<file path="src/rtl/lut_prog_pkg.sv">
// Shared definitions for the runtime-programmable LUT neuron.
// Latency: n/a (types and constants only).
// Backpressure: n/a.
package lut_prog_pkg;

  // Loader / lookup state of one neuron table.
  typedef enum logic [1:0] {
    EMPTY = 2'd0,
    LOAD  = 2'd1,
    READY = 2'd2
  } lut_state_t;

  // Number of table entries for a given address width.
  function automatic int depth(input int in_bits);
    return 1 << in_bits;
  endfunction

endpackage

</file>
<file path="src/rtl/lut_prog_ram.sv">
// Neuron truth-table storage: one synchronous write port, one asynchronous read port.
// Latency: write lands on the clock edge; read is combinational.
// Backpressure: none; the caller guarantees reads and writes never overlap.
module lut_prog_ram
  import lut_prog_pkg::*;
#(
  parameter int ADDR_BITS = 4,
  parameter int DATA_BITS = 2
) (
  input  logic                 clk,
  input  logic                 we,
  input  logic [ADDR_BITS-1:0] waddr,
  input  logic [DATA_BITS-1:0] wdata,
  input  logic [ADDR_BITS-1:0] raddr,
  output logic [DATA_BITS-1:0] rdata
);

  localparam int DEPTH = depth(ADDR_BITS);

  // Small table: keep it in LUT fabric so the read is asynchronous.
  (* ram_style = "distributed", rom_style = "distributed" *)
  logic [DATA_BITS-1:0] mem [DEPTH];

  // Table write; contents deliberately survive reset.
  always_ff @(posedge clk) begin
    if (we) begin
      mem[waddr] <= wdata;
    end
  end

  assign rdata = mem[raddr];

endmodule

</file>
<file path="src/rtl/lut_neuron_prog.sv">
// LogicNets neuron whose truth table is streamed in at runtime, then looked up per cycle.
// Latency: lookup result registered 1 cycle after acceptance; table load takes one cycle per entry.
// Backpressure: in_ready drops while a result stalls on out_ready or while no complete table exists.
module lut_neuron_prog
  import lut_prog_pkg::*;
#(
  parameter int IN_BITS  = 4,
  parameter int OUT_BITS = 2
) (
  input  logic                clk,
  input  logic                rst,
  input  logic                cfg_start,
  input  logic                cfg_valid,
  output logic                cfg_ready,
  input  logic [OUT_BITS-1:0] cfg_data,
  input  logic                cfg_last,
  input  logic                in_valid,
  output logic                in_ready,
  input  logic [IN_BITS-1:0]  in_data,
  output logic                out_valid,
  input  logic                out_ready,
  output logic [OUT_BITS-1:0] out_data,
  output logic                loaded,
  output logic                err
);

  localparam int DEPTH = depth(IN_BITS);
  // Address counter is one bit wider than the table so the final entry is explicit.
  localparam logic [IN_BITS:0] LAST_ADDR = (IN_BITS+1)'(DEPTH - 1);
  localparam logic [IN_BITS:0] ADDR_ONE  = (IN_BITS+1)'(1);

  lut_state_t           state;
  lut_state_t           state_nxt;
  logic [IN_BITS:0]     addr;
  logic                 wr_en;
  logic                 final_entry;
  logic                 accept;
  logic [OUT_BITS-1:0]  rd_data;

  // Next-state logic, loader handshake and write strobe.
  always_comb begin
    state_nxt   = state;
    wr_en       = 1'b0;
    cfg_ready   = 1'b0;
    final_entry = (addr == LAST_ADDR);
    case (state)
      EMPTY: begin
        if (cfg_start) state_nxt = LOAD;
      end
      LOAD: begin
        cfg_ready = 1'b1;
        // A restart pulse takes priority; the coincident entry is dropped.
        if (!cfg_start && cfg_valid) begin
          wr_en = 1'b1;
          if (final_entry) begin
            state_nxt = cfg_last ? READY : EMPTY;
          end else if (cfg_last) begin
            state_nxt = EMPTY;
          end
        end
      end
      READY: begin
        if (cfg_start) state_nxt = LOAD;
      end
      default: state_nxt = EMPTY;
    endcase
  end

  // State register, load address counter and framing status flags.
  always_ff @(posedge clk or posedge rst) begin
    if (rst) begin
      state  <= EMPTY;
      addr   <= '0;
      loaded <= 1'b0;
      err    <= 1'b0;
    end else begin
      state <= state_nxt;
      if (cfg_start) begin
        addr   <= '0;
        err    <= 1'b0;
        loaded <= 1'b0;
      end else if (wr_en) begin
        if (final_entry) begin
          addr <= '0;
          if (cfg_last) loaded <= 1'b1;
          else          err    <= 1'b1;
        end else begin
          addr <= addr + ADDR_ONE;
          if (cfg_last) err <= 1'b1;
        end
      end
    end
  end

  assign in_ready = (state == READY) && (!out_valid || out_ready);
  assign accept   = in_valid && in_ready;

  lut_prog_ram #(
    .ADDR_BITS (IN_BITS),
    .DATA_BITS (OUT_BITS)
  ) u_ram (
    .clk   (clk),
    .we    (wr_en),
    .waddr (addr[IN_BITS-1:0]),
    .wdata (cfg_data),
    .raddr (in_data),
    .rdata (rd_data)
  );

  // One-entry output register; holds its result until downstream takes it.
  always_ff @(posedge clk or posedge rst) begin
    if (rst) begin
      out_valid <= 1'b0;
      out_data  <= '0;
    end else if (accept) begin
      out_valid <= 1'b1;
      out_data  <= rd_data;
    end else if (out_ready) begin
      out_valid <= 1'b0;
    end
  end

endmodule

</file>
<file path="config.mk">
export PLATFORM = sky130hd
export DESIGN_NAME = lut_neuron_prog
export DESIGN_NICKNAME = d
export VERILOG_FILES = /design/src/rtl/lut_prog_pkg.sv /design/src/rtl/lut_prog_ram.sv /design/src/rtl/lut_neuron_prog.sv
export SDC_FILE = /design/constraint.sdc
export NUM_CORES = 1
export LEC_CHECK = 0
export CAP_MARGIN = 20
export CORE_MARGIN = 4
export CORE_UTILIZATION = 25
export CTS_BUF_LIST = sky130_fd_sc_hd__clkbuf_8 sky130_fd_sc_hd__clkbuf_16
export DETAILED_ROUTE_END_ITERATION = 12
export PLACE_DENSITY_LB_ADDON = 0.08
export SLEW_MARGIN = 20
export SYNTH_ARGS = -nofsm -noshare
export SYNTH_HDL_FRONTEND = slang
export SYNTH_SLANG_ARGS = --single-unit
export TNS_END_PERCENT = 1
</file>
<file path="constraint.sdc">
create_clock -name clk -period 3.4 [get_ports clk]
set_clock_uncertainty 0.2 [all_clocks]
set_input_delay 0.68 -clock clk [delete_from_list [all_inputs] [get_ports clk]]
set_output_delay 0.68 -clock clk [all_outputs]
set_load 0.02 [all_outputs]
</file>
Yosys cells after proc, flatten, opt, wreduce, memory -nomap -nowiden:

Memories as Yosys holds them, arrays and structs flattened. A register that Yosys moved wholly into a read port is not among the register bits.
Cells that the tools add are included.

* flip-flop bits (word level): 10
* RAM bits: 32
* input port bits: 13
* output and inout bits: 7
* memories: 1

Memory list
* u_ram.mem: words 16, width 2, read ports 1, clocked after memory_dff 1, write ports 1, line lut_prog_ram.sv:22 `logic [DATA_BITS-1:0] mem [DEPTH];`

* add/subtract/negate cells: 1
* equal/unequal tests: 7
* mux-type cells: 24
* reduce and logical (&&, ||, !) cells: 16

Operators by type and width (number)
* two-way mux 1 bit: 15
* two-way mux 5 bit: 3
* two-way mux 2 bit: 5
* AND reduction 3 bit: 3
* nonzero test 2 bit: 4
* != test 3 bit, second input constant: 2
* adder 5 x 1 -> 5 bit, second input constant: 1
* == test 5 x 4 -> 1 bit, second input constant: 1
* case mux 2 bit (2 select lines): 1
* logical AND 1 bit: 3
* nonzero test 3 bit: 1
* == test 2 x 1 -> 1 bit, second input constant: 1
* == test 2 bit, second input constant: 1
* zero test 1 bit: 2
* zero test 2 bit: 1
* != test 2 x 1 -> 1 bit, second input constant: 1
* != test 2 bit, second input constant: 1
* OR reduction 2 bit: 1
* logical OR 1 bit: 1

Depth between registers and ports, before layout:

Gate-level depths: netlist (run 1).

* depth in word-level cells: 6
* mapped depth: 5

Cells and area by module:

Synthesis (run 1) repeated with hierarchy kept, for this count alone.

* cells, all modules: 129
* area, all modules: 1926.8 µm²

By module, submodules not included
* lut_prog_ram: instances 1, cells each 76, area an instance 1340.0 µm², seq. area each 960.9 µm²
* lut_neuron_prog: instances 1, cells each 53, area an instance 586.8 µm², seq. area each 300.3 µm²

Worst setup path after synthesis (run 1):

OpenSTA, ideal clock, no wires.

* path kind: input-to-reg
* start: in in_data[1]
* end: reg out_data[1] (read register of u_ram.mem)
* data arrival time: 1.765 ns
* slack: 1.311 ns
* cell stages on the path: 5
* buffers on the path: 1
* cell sequence: buf_6 mux4_1 mux2i_1 mux2i_1 mux2_2

RTL lines
* start: declaration: line lut_neuron_prog.sv:19 `input logic [IN_BITS-1:0] in_data,`
* end: declaration: line lut_neuron_prog.sv:22 `output logic [OUT_BITS-1:0] out_data,`

Worst setup path in the final report (run 1):

* start: in out_ready
* end: out in_ready

* cells in the longest elaborated chain, start to end: 2

Ends and longest elaborated chain
* start: declaration: line lut_neuron_prog.sv:21 `input logic out_ready,`
* logical OR 1 bit: line lut_neuron_prog.sv:95 `assign in_ready = (state == READY) && (!out_valid || out_ready);`
* logical AND 1 bit: line lut_neuron_prog.sv:95
* end: declaration: line lut_neuron_prog.sv:18 `output logic in_ready,`

No other way between the ends.

==> results of run 1 <==
==> power by group through the flow <==
stage	registers (µW)	logic, µW	clock network (µW)
floorplan	601	43.7	0
global placement	601	77.9	0
detailed placement	602	79.0	0
CTS	590	79.4	313
global route	591	85.8	336
finish	589	77.0	303
==> final cells by class <==
| type | count | area [µm²] | share of cell area, % |
|---|---|---|---|
| sequential | 44 | 1260 | 54.8 |
| inverter | 7 | 26.3 | 1.14 |
| timing repair buffer | 20 | 198 | 8.59 |
| clock buffer | 5 | 68.8 | 2.99 |
| clock inverter | 3 | 11.3 | 0.489 |
| tap | 99 | 124 | 5.38 |
| multi-input combinational | 70 | 613 | 26.6 |
==> worst paths after layout <==
| check | end | slack [ns] | startpoint |
|---|---|---|---|
| max | in_ready | 0.51 | out_ready |
| min | state[0] | 0.30 | state[1] |
| max reg2reg | u_ram.mem[1][1] | 1.42 | state[1] |
| min reg2reg | state[0] | 0.30 | state[1] |
| max in group asynchronous | addr[0] | 2.14 | rst |
| min in group asynchronous | out_data[0] | 0.51 | rst |
==> state kept, by name, summed over array words and instances, names as in the netlist <==
signal and flops:
addr 5, loaded 1, state 2, err 1, out_data 2, u_ram.mem 32, out_valid 1
==> per-stage QoR <==
step | hold slack [ns] | power (µW) | worst slack, ns | utilization [%] | instance area (µm²)
5_1_grt | 0.339 | 1010 | 0.437 | 31.1 | 2300
3_5_place_dp | 0.298 | 681 | 0.503 | 30.0 | 2220
3_3_place_gp | 0.267 | 679 | 0.529 | 30.0 | 2220
2_1_floorplan | 0.256 | 645 | 1.31 | - | 1940
4_1_cts | 0.312 | 982 | 0.496 | 31.1 | 2300
6_report | 0.299 | 970 | 0.508 | 31.1 | 2300
==> cells by family (layout without fill, tap and decap cells) <==
kind of cell / count (synthesis) / after routing / share of synthesized area (%)
flops: 44 / 44 / 64.9
fa+ha+maj: 4 / 4 / 2.58
compound gates: 13 / 13 / 4.31
simple gates: 36 / 36 / 9.53
buf+inv: 14 / 35 / 3.54
xor+xnor: 1 / 1 / 0.451
mux: 16 / 16 / 14.7
==> routing by layer <==
layer | vias to the layer above | wire (µm) | track usage [%]
li1 | 521 | - | -
met4 | 0 | 72 | 3.91
met2 | 18 | 1920 | 15.2
met1 | 528 | 1860 | 12.4
met5 | - | 0 | 0
met3 | 8 | 164 | 2.81
==> critical path: stages <==
cell and delay, ns:
clkdlybuf4s50_1 0.48, inv_1 0.04, a21oi_1 0.17, clkdlybuf4s50_1 0.63
==> layout by cell type (no fill, tap or decap), types with 3 or more instances in the layout <==
cell type | Yosys | final
nand2b_1 | 3 | 3
mux4_1 | 6 | 6
o21ai_0 | 3 | 3
edfxtp_1 | 32 | 32
mux2i_1 | 6 | 6
clkdlybuf4s50_1 | 0 | 19
nor2_1 | 12 | 12
clkbuf_8 | 0 | 5
inv_1 | 7 | 9
nor3_1 | 4 | 4
a21oi_1 | 4 | 4
dfrtp_1 | 12 | 12
nand2_1 | 7 | 7
ha_1 | 4 | 4
==> flow_metrics.py, run 1 <==
metrics = {
    "logic_synthesis": {
        "ys_warn_count": 0,
        "synth_top_area_share_pct": 49.5,
        "synth_commonest_cells": "32 x edfxtp_1, 12 x dfrtp_1, 12 x nor2_1",
        "synth_area_leaders": "edfxtp_1 49%, dfrtp_1 15%, mux4_1 8.1%",
        "netlist_area_um2": 1940,
        "yosysMostFrequentCell": "edfxtp_1",
        "ys_ff_latch": 44,
        "async_flop_share_pct": 27.3,
        "synth_edf_count": 32,
        "synth_cell_types": 31,
        "syn_area_per_cell_um2": 15.2,
        "ys.flop_type": "edfxtp_1",
        "syn_nets": 145,
        "synth_largest_area_cell": "edfxtp_1",
        "seq_area_frac_synth_pct": 64.9,
        "synthCells": 128,
    },
    "cts": {
        "clockBufferDepth": 2,
        "cts_resized": 0,
        "cts_num_sinks": 44,
        "htree_levels": 2,
        "cts_buffers": 5,
        "tritoncts": "built",
        "cts-root-buf": "clkbuf_8",
        "cts_setup_buffers": 0,
        "clk_pin_slew_ns": 0.08,
        "clk_latency_ns": 0.29,
        "cts_hold_repair.buffers": 0,
    },
    "route": {
        "num_vias": 1075,
        "ant_nets": 0,
        "drt_wl_total_um": 4010,
        "drc": 0,
        "viasPerCell": 4.33,
        "first_pass_iters": 4,
        "wl_per_cell_um": 16.2,
        "first_iter_violations": 23,
    },
    "worst_setup_path": {
        "r2r_cells": 3,
        "path_max_fanout": 2,
        "cp_data_required_time_ns": 2.52,
        "start_kind": "input port",
        "path_class": "input port to primary output",
        "end_kind": "primary output",
        "cp_data_arrival_time_ns": 2.01,
    },
    "final_layout": {
        "nNetsFinal": 165,
        "num_antenna_cells": 0,
        "fillerInstances": 753,
        "area_growth_pct": 18.5,
        "instances_no_fill": 248,
        "drive_above_1_share_pct": 8.05,
    },
    "global_routing": {
        "grt_pass1_vias": 1175,
        "grt_start_max_net_pins": 17,
        "grt_usage_pct": 9.65,
        "antenna_found_initial": 0,
        "grt.overflow.total": 0,
        "grt_first_pass_wirelength_um": 6420,
    },
    "power": {
        "p_int_uw": 758,
        "combPwrFrac_pct": 7.9,
        "p_per_area_nw_per_um2": 421,
        "switchingPower_uw": 211,
        "p_sw_share_pct": 21.8,
        "clkPwrFrac_pct": 31.3,
        "pwr-share-seq_pct": 60.8,
        "leakagePower_uw": 0.000813,
        "peakVddDrop_v": 0.000132,
    },
    "placement": {
        "place_congestion": 0.662,
        "port_buffers": 19,
        "placed_cells": 240,
        "dp_hpwl_um": 3000,
    },
    "timing": {
        "hold_viol": 0,
        "maxSlewViolCount": 0,
        "tightestPinTransition_ns": 0.592,
        "grt_setup_unrepaired": "false",
        "setup_viol": 0,
        "fmaxAchievable_mhz": 346,
        "tns_ns": 0,
        "fin_crit_sh_pct": 85.1,
        "period_minus_slack_ns": 2.89,
        "relSlewSlack_pct": 60.4,
    },
    "floorplanning": {
        "die_area_um2": 9250,
        "pin_count": 20,
        "core_area_um2": 7410,
        "initial_core_util_pct": 26.2,
        "die_y_um": 96.2,
        "fp-row-count": 31,
        "die_w_um": 96.2,
    },
    "status": {
        "status": "finished, final reports clean",
    },
    "flow_run": {
        "drv_cap": 0,
    },
    "min_path": {
        "hold_depth": 1,
        "holdCritPathClass": "flip-flop to flip-flop",
    },
}
(Power assumes the default switching activity.)
==> run 2: changes to the inputs <==
==> constraint.sdc (replaced) <==
create_clock -name clk -period 3.45 [get_ports clk]
set_clock_uncertainty 0.2 [all_clocks]
set_input_delay 0.69 -clock clk [delete_from_list [all_inputs] [get_ports clk]]
set_output_delay 0.69 -clock clk [all_outputs]
set_load 0.02 [all_outputs]
==> flow_metrics.py, run 2 (synthesized netlist as in run 1, its figures left out) <==
metrics = {
    "route": {
        "drt_wl_total_um": 4060,
        "ant_nets": 0,
        "drc": 0,
        "viasPerCell": 4.44,
        "wl_per_cell_um": 16.4,
        "first_iter_violations": 34,
        "first_pass_iters": 4,
        "num_vias": 1102,
    },
    "min_path": {
        "hold_depth": 2,
        "hold_start": "err",
        "holdPathEnd": "err",
        "holdCritPathClass": "flip-flop to flip-flop",
    },
    "final_layout": {
        "nNetsFinal": 165,
        "top_register": "u_ram.mem",
        "final_cell_mix": "32 x edfxtp_1, 19 x clkdlybuf4s50_1, 12 x nor2_1, 12 x dfrtp_1",
        "fillerInstances": 723,
        "top_regs": "u_ram.mem (32), addr (5)",
        "area_growth_pct": 22.5,
        "largest_reg_flops": 32,
        "finish.instance_area_um2": 2380,
        "final_common_cell": "edfxtp_1",
        "num_antenna_cells": 0,
        "drive_above_1_share_pct": 10.1,
        "instances_no_fill": 248,
    },
    "global_routing": {
        "grt_pass1_vias": 1129,
        "antenna_found_initial": 0,
        "grt.overflow.total": 0,
        "grt_first_pass_wirelength_um": 6460,
        "grt_start_max_net_pins": 17,
        "grt_usage_pct": 9.82,
    },
    "power": {
        "leakagePower_uw": 0.000843,
        "p_per_area_nw_per_um2": 501,
        "peakVddDrop_v": 0.000170,
        "p_total_uw": 1190,
    },
    "floorplanning": {
        "die_w_um": 96.2,
        "core_area_um2": 7410,
        "pin_count": 20,
        "die_area_um2": 9250,
        "fp-row-count": 31,
        "initial_core_util_pct": 26.2,
        "die_y_um": 96.2,
    },
    "cts": {
        "cts_buffers": 5,
        "clk_latency_ns": 0.29,
        "cts-root-buf": "clkbuf_8",
        "cts_resized": 0,
        "tritoncts": "built",
        "clockBufferDepth": 2,
        "cts_setup_buffers": 0,
        "cts_hold_repair.buffers": 0,
        "cts_num_sinks": 44,
        "clk_pin_slew_ns": 0.08,
        "htree_levels": 2,
    },
    "worst_setup_path": {
        "end_kind": "primary output",
        "max_stage_delay_ns": 0.63,
        "path_max_fanout": 2,
        "cp_data_required_time_ns": 2.56,
        "r2r_slack_ns": 1.46,
        "start_kind": "input port",
        "cp_cell_sequence": "clkdlybuf4s50_1 -> inv_1 -> a21oi_1 -> clkdlybuf4s50_1",
        "crit_family": "buffers and inverters",
        "cp_data_arrival_time_ns": 2.02,
        "crit_top_cell": "clkdlybuf4s50_1",
        "crit_buf_inv": 3,
        "path_class": "input port to primary output",
        "worstReg2RegEnd": "u_ram.mem[1][1]",
        "r2r-start": "state[1]",
        "slowest_stage": "clkdlybuf4s50_1",
        "r2r_cells": 3,
    },
    "timing": {
        "relSlewSlack_pct": 59.7,
        "setup_viol": 0,
        "fmaxAchievable_mhz": 344,
        "tightestPinTransition_ns": 0.603,
        "tns_ns": 0,
        "grt_setup_unrepaired": "false",
        "period_minus_slack_ns": 2.91,
        "fin_crit_sh_pct": 84.3,
        "hold_viol": 0,
        "maxSlewViolCount": 0,
    },
    "placement": {
        "place_congestion": 0.671,
        "placed_cells": 240,
        "placed_cell_area_um2": 2220,
        "dp_hpwl_um": 3060,
        "port_buffers": 19,
    },
    "status": {
        "status": "finished, final reports clean",
    },
    "flow_run": {
        "drv_cap": 0,
    },
}
[run 2: layer usage]
layer	global-route usage, %	routed length (µm)
met5	0	0
met4	3.20	57
met3	2.66	186
met2	15.5	1960
met1	13.1	1860
[run 2: worst max path at each step]
stage                     startpoint     endpoint  slack, ns  cells past startpoint
after floorplan           in_data[1]  out_data[1]       1.35                      5
after global placement     out_ready     in_ready       0.56                      4
after detailed placement   out_ready     in_ready       0.55                      4
after CTS                  out_ready     in_ready       0.54                      4
after global routing       out_ready     in_ready       0.46                      4
final                      out_ready     in_ready       0.54                      4
[run 2: layout make-up]
type,count,area (µm²),share of cell area [%]
sequential,44,1260,53.0
clock buffer,5,68.8,2.89
multi-input combinational,70,613,25.7
timing repair buffer,20,198,8.30
tap,99,124,5.20
inverter,7,26.3,1.10
clock inverter,3,90.1,3.78
[run 2: where the power goes]
| part | switching (µW) | internal, µW |
|---|---|---|
| registers | 5.73 | 575 |
| logic | 39.3 | 36.9 |
| clock network | 174 | 362 |
| total | 220 | 974 |
[run 2: metrics by stage]
stage	hold slack, ns	util [%]	setup slack, ns
floorplan	0.256	-	1.35
global placement	0.267	30.0	0.564
detailed placement	0.285	30.0	0.548
CTS	0.298	32.1	0.542
global route	0.320	32.1	0.455
finish	0.299	32.1	0.542
[run 2: worst register-to-register path: stages (launching register included)]
cell and delay, ns:
dfrtp_1 0.41, and4bb_2 0.46, nand2_1 0.23, nor3_1 0.35
